[config.mk]
export PLATFORM = sky130hd
export DESIGN_NAME = resample_sequencer
export DESIGN_NICKNAME = d
export VERILOG_FILES = /design/src/rtl/resample_pkg.sv /design/src/rtl/resample_phase_acc.sv /design/src/rtl/resample_sequencer.sv
export SDC_FILE = /design/constraint.sdc
export NUM_CORES = 1
export LEC_CHECK = 0
export ABC_AREA = 1
export BUFFER_PORTS_ARGS = -buffer_cell sky130_fd_sc_hd__buf_4
export CORE_ASPECT_RATIO = 0.75
export CORE_MARGIN = 2
export CORE_UTILIZATION = 44
export CTS_CLUSTER_DIAMETER = 120
export DETAILED_ROUTE_END_ITERATION = 8
export HOLD_SLACK_MARGIN = 0.1
export PLACE_DENSITY = 0.74
export SYNTH_ARGS = -nofsm -noshare
export SYNTH_HDL_FRONTEND = slang
export SYNTH_HIERARCHICAL = 1
export SYNTH_SLANG_ARGS = --single-unit
[constraint.sdc]
create_clock -name clk -period 1.66 [get_ports clk]
set_input_delay 0.083 -clock clk [delete_from_list [all_inputs] [get_ports clk]]
set_output_delay 0.083 -clock clk [all_outputs]
set_load 0.02 [all_outputs]
[src/rtl/resample_pkg.sv]
// ============================================================================
// Module   : resample_pkg
// Brief    : Shared constants, state encoding and ratio check for the
//            polyphase resampler command sequencer.
// Revision : 1.0 - initial release
// ============================================================================
`default_nettype none

package resample_pkg;

    localparam int L              = 160;
    localparam int L_LOG          = 8;
    localparam int M              = 147;
    localparam int NR_STREAMS     = 16;
    localparam int NR_STREAMS_LOG = 4;

    typedef enum logic [0:0] {
        ST_IDLE  = 1'b0,
        ST_ISSUE = 1'b1
    } seq_state_t;

    // At most one input shift per frame requires 0 < M <= L.
    function automatic bit ratio_ok(input int l, input int m);
        return (m > 0) && (m <= l);
    endfunction

    localparam bit c_ratio_ok = ratio_ok(L, M);

endpackage

`default_nettype wire

[src/rtl/resample_phase_acc.sv]
// ============================================================================
// Module   : resample_phase_acc
// Brief    : Polyphase phase accumulator; advances one frame per frame_end
//            strobe, producing phase, shift flag and period_done pulse.
// Revision : 1.0 - initial release
// ============================================================================
`default_nettype none

module resample_phase_acc #(
    parameter int L     = resample_pkg::L,
    parameter int L_LOG = resample_pkg::L_LOG,
    parameter int M     = resample_pkg::M
) (
    input  logic             clk,
    input  logic             rst,
    input  logic             frame_end,
    output logic [L_LOG-1:0] phase,
    output logic             shift,
    output logic             period_done
);
    import resample_pkg::*;

    localparam logic [L_LOG:0]   c_m          = (L_LOG + 1)'(M);
    localparam logic [L_LOG:0]   c_l          = (L_LOG + 1)'(L);
    localparam logic [L_LOG-1:0] c_last_frame = L_LOG'(L - 1);

    logic [L_LOG-1:0] r_acc;
    logic [L_LOG-1:0] r_frame_idx;
    logic             r_shift;
    logic             r_period_done;

    logic [L_LOG:0]   w_sum;
    logic             w_wrap;
    logic [L_LOG-1:0] w_acc_nxt;
    logic             w_period_end;

    // One extra bit keeps acc+M exact before the wrap compare.
    assign w_sum        = {1'b0, r_acc} + c_m;
    assign w_wrap       = (w_sum >= c_l);
    assign w_acc_nxt    = w_wrap ? L_LOG'(w_sum - c_l) : w_sum[L_LOG-1:0];
    assign w_period_end = (r_frame_idx == c_last_frame);

    always_ff @(posedge clk) begin
        if (rst) begin
            r_acc         <= '0;
            r_frame_idx   <= '0;
            r_shift       <= 1'b1;
            r_period_done <= 1'b0;
        end else begin
            r_period_done <= frame_end && w_period_end;
            if (frame_end) begin
                r_acc       <= w_acc_nxt;
                r_shift     <= w_wrap;
                r_frame_idx <= w_period_end ? '0 : r_frame_idx + 1'b1;
            end
        end
    end

    assign phase       = r_acc;
    assign shift       = r_shift;
    assign period_done = r_period_done;

endmodule

`default_nettype wire

[src/rtl/resample_sequencer.sv]
// ============================================================================
// Module   : resample_sequencer
// Brief    : Round-robin per-stream command issuer for the L/M polyphase
//            resampler. Optional statistics counters under SEQ_STATS_EN.
// Revision : 1.0 - initial release
// ============================================================================
`default_nettype none

module resample_sequencer #(
    parameter int L              = resample_pkg::L,
    parameter int L_LOG          = resample_pkg::L_LOG,
    parameter int M              = resample_pkg::M,
    parameter int NR_STREAMS     = resample_pkg::NR_STREAMS,
    parameter int NR_STREAMS_LOG = resample_pkg::NR_STREAMS_LOG
) (
    input  logic                      clk,
    input  logic                      rst,
    input  logic                      enable,
    output logic                      cmd_req,
    input  logic                      cmd_ack,
    output logic [NR_STREAMS_LOG-1:0] cmd_stream,
    output logic [L_LOG-1:0]          cmd_phase,
    output logic                      cmd_shift,
    output logic                      cmd_first,
    output logic                      cmd_last,
    output logic                      period_done,
    output logic                      busy
`ifdef SEQ_STATS_EN
    ,
    output logic [31:0]               stat_stall_cnt,
    output logic [31:0]               stat_shift_cnt
`endif
);
    import resample_pkg::*;

    localparam logic [NR_STREAMS_LOG-1:0] c_last_stream = NR_STREAMS_LOG'(NR_STREAMS - 1);
    localparam logic                      c_single      = (NR_STREAMS == 1);

    if (!ratio_ok(L, M)) begin : g_bad_ratio
        $error("resample_sequencer: M must satisfy 0 < M <= L");
    end

    seq_state_t                r_state,  w_state_nxt;
    logic                      r_req,    w_req_nxt;
    logic [NR_STREAMS_LOG-1:0] r_stream, w_stream_nxt;
    logic                      r_first,  w_first_nxt;
    logic                      r_last,   w_last_nxt;

    logic w_accept;
    logic w_frame_end;

    assign w_accept    = r_req && cmd_ack;
    assign w_frame_end = w_accept && r_last;

    always_ff @(posedge clk) begin
        if (rst) begin
            r_state  <= ST_IDLE;
            r_req    <= 1'b0;
            r_stream <= '0;
            r_first  <= 1'b1;
            r_last   <= c_single;
        end else begin
            r_state  <= w_state_nxt;
            r_req    <= w_req_nxt;
            r_stream <= w_stream_nxt;
            r_first  <= w_first_nxt;
            r_last   <= w_last_nxt;
        end
    end

    // enable only matters in IDLE and at frame end; frames are never cut short.
    always_comb begin
        w_state_nxt  = r_state;
        w_req_nxt    = r_req;
        w_stream_nxt = r_stream;
        w_first_nxt  = r_first;
        w_last_nxt   = r_last;
        case (r_state)
            ST_IDLE: begin
                if (enable) begin
                    w_state_nxt = ST_ISSUE;
                    w_req_nxt   = 1'b1;
                end
            end
            ST_ISSUE: begin
                if (w_accept) begin
                    if (!r_last) begin
                        w_stream_nxt = r_stream + 1'b1;
                        w_first_nxt  = 1'b0;
                        w_last_nxt   = ((r_stream + 1'b1) == c_last_stream);
                    end else begin
                        w_stream_nxt = '0;
                        w_first_nxt  = 1'b1;
                        w_last_nxt   = c_single;
                        if (!enable) begin
                            w_req_nxt   = 1'b0;
                            w_state_nxt = ST_IDLE;
                        end
                    end
                end
            end
            default: begin
                w_state_nxt = ST_IDLE;
                w_req_nxt   = 1'b0;
            end
        endcase
    end

    resample_phase_acc #(
        .L     (L),
        .L_LOG (L_LOG),
        .M     (M)
    ) u_phase_acc (
        .clk         (clk),
        .rst         (rst),
        .frame_end   (w_frame_end),
        .phase       (cmd_phase),
        .shift       (cmd_shift),
        .period_done (period_done)
    );

    assign cmd_req    = r_req;
    assign cmd_stream = r_stream;
    assign cmd_first  = r_first;
    assign cmd_last   = r_last;
    assign busy       = (r_state != ST_IDLE);

`ifdef SEQ_STATS_EN
    logic [31:0] r_stall_cnt;
    logic [31:0] r_shift_cnt;

    always_ff @(posedge clk) begin
        if (rst) begin
            r_stall_cnt <= '0;
            r_shift_cnt <= '0;
        end else begin
            if (r_req && !cmd_ack && (r_stall_cnt != '1))
                r_stall_cnt <= r_stall_cnt + 1'b1;
            if (w_frame_end && cmd_shift && (r_shift_cnt != '1))
                r_shift_cnt <= r_shift_cnt + 1'b1;
        end
    end

    assign stat_stall_cnt = r_stall_cnt;
    assign stat_shift_cnt = r_shift_cnt;
`endif

endmodule

`default_nettype wire

==> results of run 1 <==
## Yosys cell counts
cell | count | share of area [%]
nand3_1 | 12 | 4.3
o21ai_2 | 1 | 0.63
nor2_2 | 3 | 1.4
a21oi_2 | 1 | 0.63
ha_1 | 6 | 5.4
clkinv_1 | 1 | 0.27
nand2_2 | 7 | 3.2
o21bai_1 | 1 | 0.54
xor2_1 | 2 | 1.3
a31oi_1 | 3 | 1.4
o21a_1 | 1 | 0.54
nor2_1 | 23 | 6.2
nor3_1 | 2 | 0.72
clkinv_2 | 1 | 0.36
clkbuf_1 | 1 | 0.27
inv_1 | 27 | 7.3
nand4_2 | 1 | 0.90
dfxtp_1 | 26 | 37
o21ai_0 | 10 | 3.6
o211ai_1 | 3 | 1.6
buf_2 | 1 | 0.36
nand2_1 | 43 | 12
nand4_1 | 2 | 0.90
nand3_2 | 4 | 2.9
inv_2 | 1 | 0.27
a21boi_1 | 1 | 0.54
o21ai_1 | 1 | 0.36
a21oi_1 | 10 | 3.6
nor3b_1 | 2 | 1.1
nand3b_1 | 1 | 0.54
## cell families (layout without fill, tap and decap cells)
kind of cell / after synthesis / after routing / synth area share, %
buffers and inverters: 32 / 75 / 8.820
flip-flops: 26 / 26 / 37.44
AND/OR/NAND/NOR: 100 / 100 / 33.66
AO/OA/AOI/OAI: 32 / 32 / 13.41
XOR/XNOR: 2 / 2 / 1.260
adder cells (fa/ha/maj): 6 / 6 / 5.400
## flip-flops by register name (all words and copies together) (netlist names)
signal	cells
cmd_stream	4
u_phase_acc/r_frame_idx	8
busy	1
u_phase_acc/shift	1
cmd_last	1
u_phase_acc/period_done	1
cmd_first	1
u_phase_acc/phase	8
cmd_req	1
## power by group through the flow
stage | registers, mW | logic, mW | clock network, mW
2_1_floorplan | 0.652 | 0.0186 | 0
3_3_place_gp | 0.645 | 0.0496 | 0
3_5_place_dp | 0.645 | 0.0500 | 0
4_1_cts | 0.630 | 0.0538 | 0.529
5_1_grt | 0.632 | 0.0605 | 0.559
6_report | 0.630 | 0.0534 | 0.518
## metrics by stage
stage / util, % / instance area, um2
floorplan: - / 1415
global placement: 57.65 / 1717
detailed placement: 57.65 / 1717
CTS: 61.81 / 1841
global route: 62.98 / 1876
finish: 62.98 / 1876
## path summary, 6_finish.rpt
check                       start              endpoint  slack, ns  depth (start not counted)
max          u_phase_acc/phase[0]  u_phase_acc/phase[6]      -0.14                         18
min                       cmd_ack         cmd_stream[0]       0.19                          3
max reg2reg  u_phase_acc/phase[0]  u_phase_acc/phase[6]      -0.14                         18
min reg2reg              cmd_last              cmd_last       0.48                          2
## area by class of cell
type / instances / area share, %
Inverter: 30 / 6.404
Tap cell: 38 / 2.535
Sequential cell: 26 / 28.22
Clock buffer: 3 / 2.201
Clock inverter: 1 / 1.601
Multi-Input combinational cell: 140 / 42.36
Timing Repair Buffer: 41 / 16.68
## layer usage
metal,vias to the layer above,GRT usage [%],wire length (um)
met5,-,0,0
met4,0,2.941,13
met3,2,5.161,140
met2,22,30.93,1343
met1,591,23.67,1559
li1,724,-,-
## worst min-delay path, stage by stage
cell     delay, ns
buf_4         0.12
nand4_2       0.13
a21oi_1       0.08
## repair_timing
item | 4_1_cts | 5_1_grt
hold buffers | 2 | 0
setup endpoints to repair | 3 | 5
resized for setup | 4 | 9
pin swaps | 1 | 5
buffers inserted | 2 | 2
hold endpoints to repair | 6 | 0
==> reports/metrics.csv, run 1 <==
stage,metric,value,unit
outcome,status,"finished, violations left",
outcome,failing checks,setup timing,
critical_path,critical path arrival,2.01,ns
power_and_ir_drop,Total Power,1.201,mW
critical_path,Setup CP Type,reg2reg,
clocking,H-tree levels,1,
sta,Max Clk Rate,555.8,MHz
yosys,Synthesis Warnings,6,
cells_and_area,Antenna Cells,0,
critical_path,Crit path largest cell delay,0.37,ns
detailed_routing,Detailed Route Iter0 Violations,62,
sta,Hold WS,0.1942,ns
placement,DPL Wire Length,2213,um
clocking,CTS buffer count,3,
detailed_routing,DRC,0,
clocking,Root Buffer,clkbuf_8,
critical_path,crit start category,flip-flop,
critical_path,Required @ worst endpoint,1.87,ns
cells_and_area,"commonest non-fill, non-tap cell in the layout",nand2_1,
flow_run,max_cap viols,0,
critical_path,sum of buffers and inverters on the critical path,5,
cells_and_area,final non-filler cell total,279,
critical_path,CP cell instances,"inv_4, ha_4, inv_2, nand3_2, nand2_2, nand2_1, nand2_1, nand2_2, inv_2, ha_4, inv_2, nand3_2, nand2_2, inv_4, nand2_4, nand2_2, nand3_2, a21oi_2",
global_route,first-pass GRT wire length,5037,um
global_route,Tot GR Track Use,18.39,%
detailed_routing,vias per inst,4.799,
sta,Final Skew,0.004348,ns
cells_and_area,FILL cells,269,
sta,RSZ-0062 raised after global routing,true,
critical_path,Crit path max-delay family,simple AND/OR/NAND/NOR gates,
placement,dpl ws,-0.1250,ns
clocking,CTS sink cnt,26,
yosys,Synth Area per Inst,7.021,um2
detailed_routing,Post-Route WL,3056,um
placement,port buffer count,21,
cells_and_area,most frequent cells in the layout,"nand2_1, buf_4, dfxtp_1, inv_1, nor2_1",
sta,setup total negative slack,-0.2798,ns
global_route,GRT Residual Overflow,0,
cells_and_area,multi-input logic area,794.5,um2
detailed_routing,number of routed nets with antenna violations,0,
critical_path,slowest CP cell,dfxtp_4,
clocking,clock buffer depth,2,
power_and_ir_drop,P_int,970.2,uW
critical_path,crit-path max FO,3,
sta,Setup WS post-layout,-0.1391,ns
cells_and_area,register area,529.3,um2
detailed_routing,via count,1339,
yosys,sequential area share after synthesis,37.44,%
clocking,TritonCTS clock tree,done,
die,Die X,68.90,um
yosys,Syn Std Cell Area,1390,um2
detailed_routing,wire length per cell,10.95,um
power_and_ir_drop,register share of total power,52.5,%
power_and_ir_drop,VDD IR-drop max,0.6939,mV
placement,routability cong.,0.8290,
yosys,synth unique cells,30,
power_and_ir_drop,power share of the combinational group,4.4,%
clocking,Skew-Pair Late Insertion Delay,0.27,ns
sta,Final period util,108.4,%
cells_and_area,share of cells above drive strength 1,32.78,%
power_and_ir_drop,Lkg Pwr,0.8578,nW
yosys,"FF+latch count, synth",26,
sta,Slew Limit Fails,0,
sta,Slew HR,79.00,%
die,Ports,22,
detailed_routing,DR pass1 iterations,4,
placement,DP Cell Count,269,
critical_path,CP dominant cell by count,nand2_2,
die,die area,3629,um2
critical_path,Worst Setup End Kind,flip-flop,
clocking,clock slew at reported path FFs,0.09,ns
sta,Final Setup Violations,3,
cells_and_area,nets@finish,252,
power_and_ir_drop,Clk pwr share,43.1,%
global_route,vias in the first global route,1222,
hold_path,Hold Crit Class,in2reg,
power_and_ir_drop,pwr/cell area,640.5,nW/um2
yosys,Synthesized Nets,208,
yosys,Post-Syn Instances,198,
global_route,largest net degree at the start of global routing,16,
die,total core area,2978,um2
die,die height,52.68,um
power_and_ir_drop,Switching Share,19.23,%
die,Rows,17,
global_route,initial antenna violation count,0,
sta,Final Critical Period,1.799,ns
die,Initial Utilization,46.68,%
power_and_ir_drop,P_sw,231.0,uW
sta,final hold vios,0,
sta,Least-Margin Pin Slew,0.3146,ns
cells_and_area,Syn-to-layout area delta,34.92,%
Power figures use the tool's default switching activity.
==> run 2, diff against run 1 <==
- ABC_AREA: 1 -> default
==> reports/metrics.csv, run 2 <==
stage,metric,value,unit
outcome,status,"finished, violations left",
outcome,failing checks,setup timing,
sta,Least-Margin Pin Slew,0.2703,ns
yosys,Synthesized Nets,168,
sta,Hold WS,0.1634,ns
global_route,first-pass GRT wire length,5575,um
critical_path,critical path arrival,2.34,ns
yosys,Syn Std Cell Area,1346,um2
critical_path,Setup CP Type,reg2reg,
detailed_routing,Detailed Route Iter0 Violations,34,
detailed_routing,Post-Route WL,3367,um
power_and_ir_drop,pwr/cell area,618.9,nW/um2
detailed_routing,via count,1271,
clocking,CTS buffer count,3,
global_route,Tot GR Track Use,21.80,%
power_and_ir_drop,P_int,899.6,uW
detailed_routing,number of routed nets with antenna violations,0,
cells_and_area,FILL cells,240,
power_and_ir_drop,register share of total power,54.5,%
power_and_ir_drop,Switching Share,22.60,%
yosys,ys async rst share,0,%
yosys,Post-synth top cells,"dfxtp_1, nor2_1, inv_1, xor2_1",
yosys,synth unique cells,39,
power_and_ir_drop,VDD IR-drop max,0.6146,mV
yosys,biggest area consumer among synthesized cells,dfxtp_1,
placement,dpl ws,-0.5016,ns
sta,Max Clk Rate,460.6,MHz
die,Die X,67.87,um
critical_path,Worst Setup End Kind,flip-flop,
die,die height,51.91,um
placement,port buffer count,21,
yosys,Post-Syn Instances,158,
yosys,Synth Area per Inst,8.521,um2
critical_path,FF-to-FF setup slack,-0.51,ns
cells_and_area,fin util,63.98,%
placement,placed cell area,1727,um2
cells_and_area,final non-filler cell total,243,
critical_path,crit-path max FO,2,
detailed_routing,DR pass1 iterations,4,
yosys,share of Yosys cell area claimed by the top area cell type,38.66,%
die,Rows,17,
yosys,Synthesis Warnings,6,
sta,Slew Limit Fails,0,
cells_and_area,Syn-to-layout area delta,39.50,%
sta,RSZ-0062 raised after global routing,true,
flow_run,max_cap viols,0,
clocking,CTS sink cnt,26,
critical_path,Required @ worst endpoint,1.83,ns
global_route,initial antenna violation count,0,
placement,DP Cell Count,233,
critical_path,crit path launch,u_phase_acc/phase[1],
cells_and_area,share of cells above drive strength 1,34.63,%
hold_path,beginning of the worst hold path,rst,
die,total core area,2935,um2
sta,Final Critical Period,2.171,ns
clocking,TritonCTS clock tree,done,
detailed_routing,vias per inst,5.230,
cells_and_area,most frequent cells in the layout,"buf_4, dfxtp_1, nor2_1, xor2_1",
power_and_ir_drop,Total Power,1.162,mW
placement,DPL Wire Length,2413,um
power_and_ir_drop,power share of the combinational group,10.2,%
critical_path,crit start category,flip-flop,
clocking,Root Buffer,clkbuf_8,
clocking,clock buffer depth,2,
detailed_routing,DRC,0,
cells_and_area,nets@finish,216,
clocking,Skew-Pair Late Insertion Delay,0.27,ns
sta,Final period util,130.8,%
clocking,clock slew at reported path FFs,0.09,ns
cells_and_area,Antenna Cells,0,
sta,Setup WS post-layout,-0.5110,ns
yosys,ranking of synthesized cells by area,"dfxtp_1, nor2_1, xor2_1",
sta,Slew HR,81.90,%
yosys,"FF+latch count, synth",26,
hold_path,Hold Crit Class,in2reg,
yosys,number of synthesized flops with an enable pin,0,
die,Initial Utilization,45.87,%
cells_and_area,"commonest non-fill, non-tap cell in the layout",buf_4,
yosys,ys flop type,dfxtp_1,
power_and_ir_drop,Lkg Pwr,0.8365,nW
sta,Final Setup Violations,4,
global_route,GRT Residual Overflow,0,
placement,routability cong.,0.8005,
global_route,vias in the first global route,1280,
power_and_ir_drop,Clk pwr share,35.3,%
sta,Final Skew,0.006954,ns
sta,final hold vios,0,
sta,setup total negative slack,-1.744,ns
power_and_ir_drop,P_sw,262.7,uW
detailed_routing,wire length per cell,13.86,um
die,Ports,22,
global_route,largest net degree at the start of global routing,25,
die,die area,3523,um2
yosys,"count leader, synth",dfxtp_1,
cells_and_area,fin area,1878,um2
clocking,H-tree levels,1,
critical_path,reg2reg start,u_phase_acc/phase[1],
yosys,sequential area share after synthesis,38.66,%
[run 2: what timing repair did]
action | 4_1_cts | 5_1_grt
pin swaps | 6 | 3
endpoints found under the hold margin | 2 | 0
resized for setup | 10 | 2
setup endpoints to repair | 4 | 10
cloned | 0 | 0
buffers inserted | 6 | 0
hold buffers | 1 | 0
[run 2: power by group through the flow]
| stage | Clock [mW] | Sequential [mW] | Combinational [mW] |
|---|---|---|---|
| floorplan | 0 | 0.657 | 0.0413 |
| global placement | 0 | 0.648 | 0.0870 |
| detailed placement | 0 | 0.648 | 0.0917 |
| CTS | 0.426 | 0.633 | 0.116 |
| global route | 0.443 | 0.635 | 0.127 |
| finish | 0.410 | 0.633 | 0.119 |
[run 2: metal layers]
layer | routed length, um | track usage [%]
met4 | 127 | 13.00
met1 | 1364 | 22.97
met5 | 0 | 0
met3 | 134 | 6.926
met2 | 1741 | 37.91
[run 2: area by class of cell]
| type | count | area [um2] | area share, % |
|---|---|---|---|
| clock buffer | 4 | 55.05 | 2.931 |
| inverter | 9 | 36.28 | 1.932 |
| multi-input combinational | 115 | 814.5 | 43.37 |
| sequential | 26 | 528.0 | 28.11 |
| tap | 38 | 47.55 | 2.532 |
| timing repair buffer | 51 | 396.6 | 21.12 |
[run 2: final timing paths]
kind / endpoint / cells after the start
worst max-delay path: u_phase_acc/phase[5] / 10
worst min-delay path: u_phase_acc/r_frame_idx[1] / 2
worst max register to register: u_phase_acc/phase[5] / 10
worst min register to register: cmd_first / 1
[run 2: cells by family (layout without fill, tap and decap cells)]
logic type,count (synthesis),count (layout),synth area share (%)
and+or+nand+nor,62,62,23.79
AOI/OAI and AO/OA,28,28,14.13
DFF,26,26,38.66
buffers and inverters,17,64,5.017
xor gates and xnor gates,15,15,9.759
adders and majority gates,6,6,5.576
muxes,4,4,3.067
[run 2: critical path, cell delays in order (launching register included)]
cell and delay, ns:
dfxtp_4 0.37, inv_4 0.04, ha_4 0.14, and3b_2 0.25
o21ai_2 0.07, xor2_1 0.16, ha_2 0.19, o211a_1 0.21
o21ai_2 0.07, mux2i_1 0.23, mux2_1 0.34
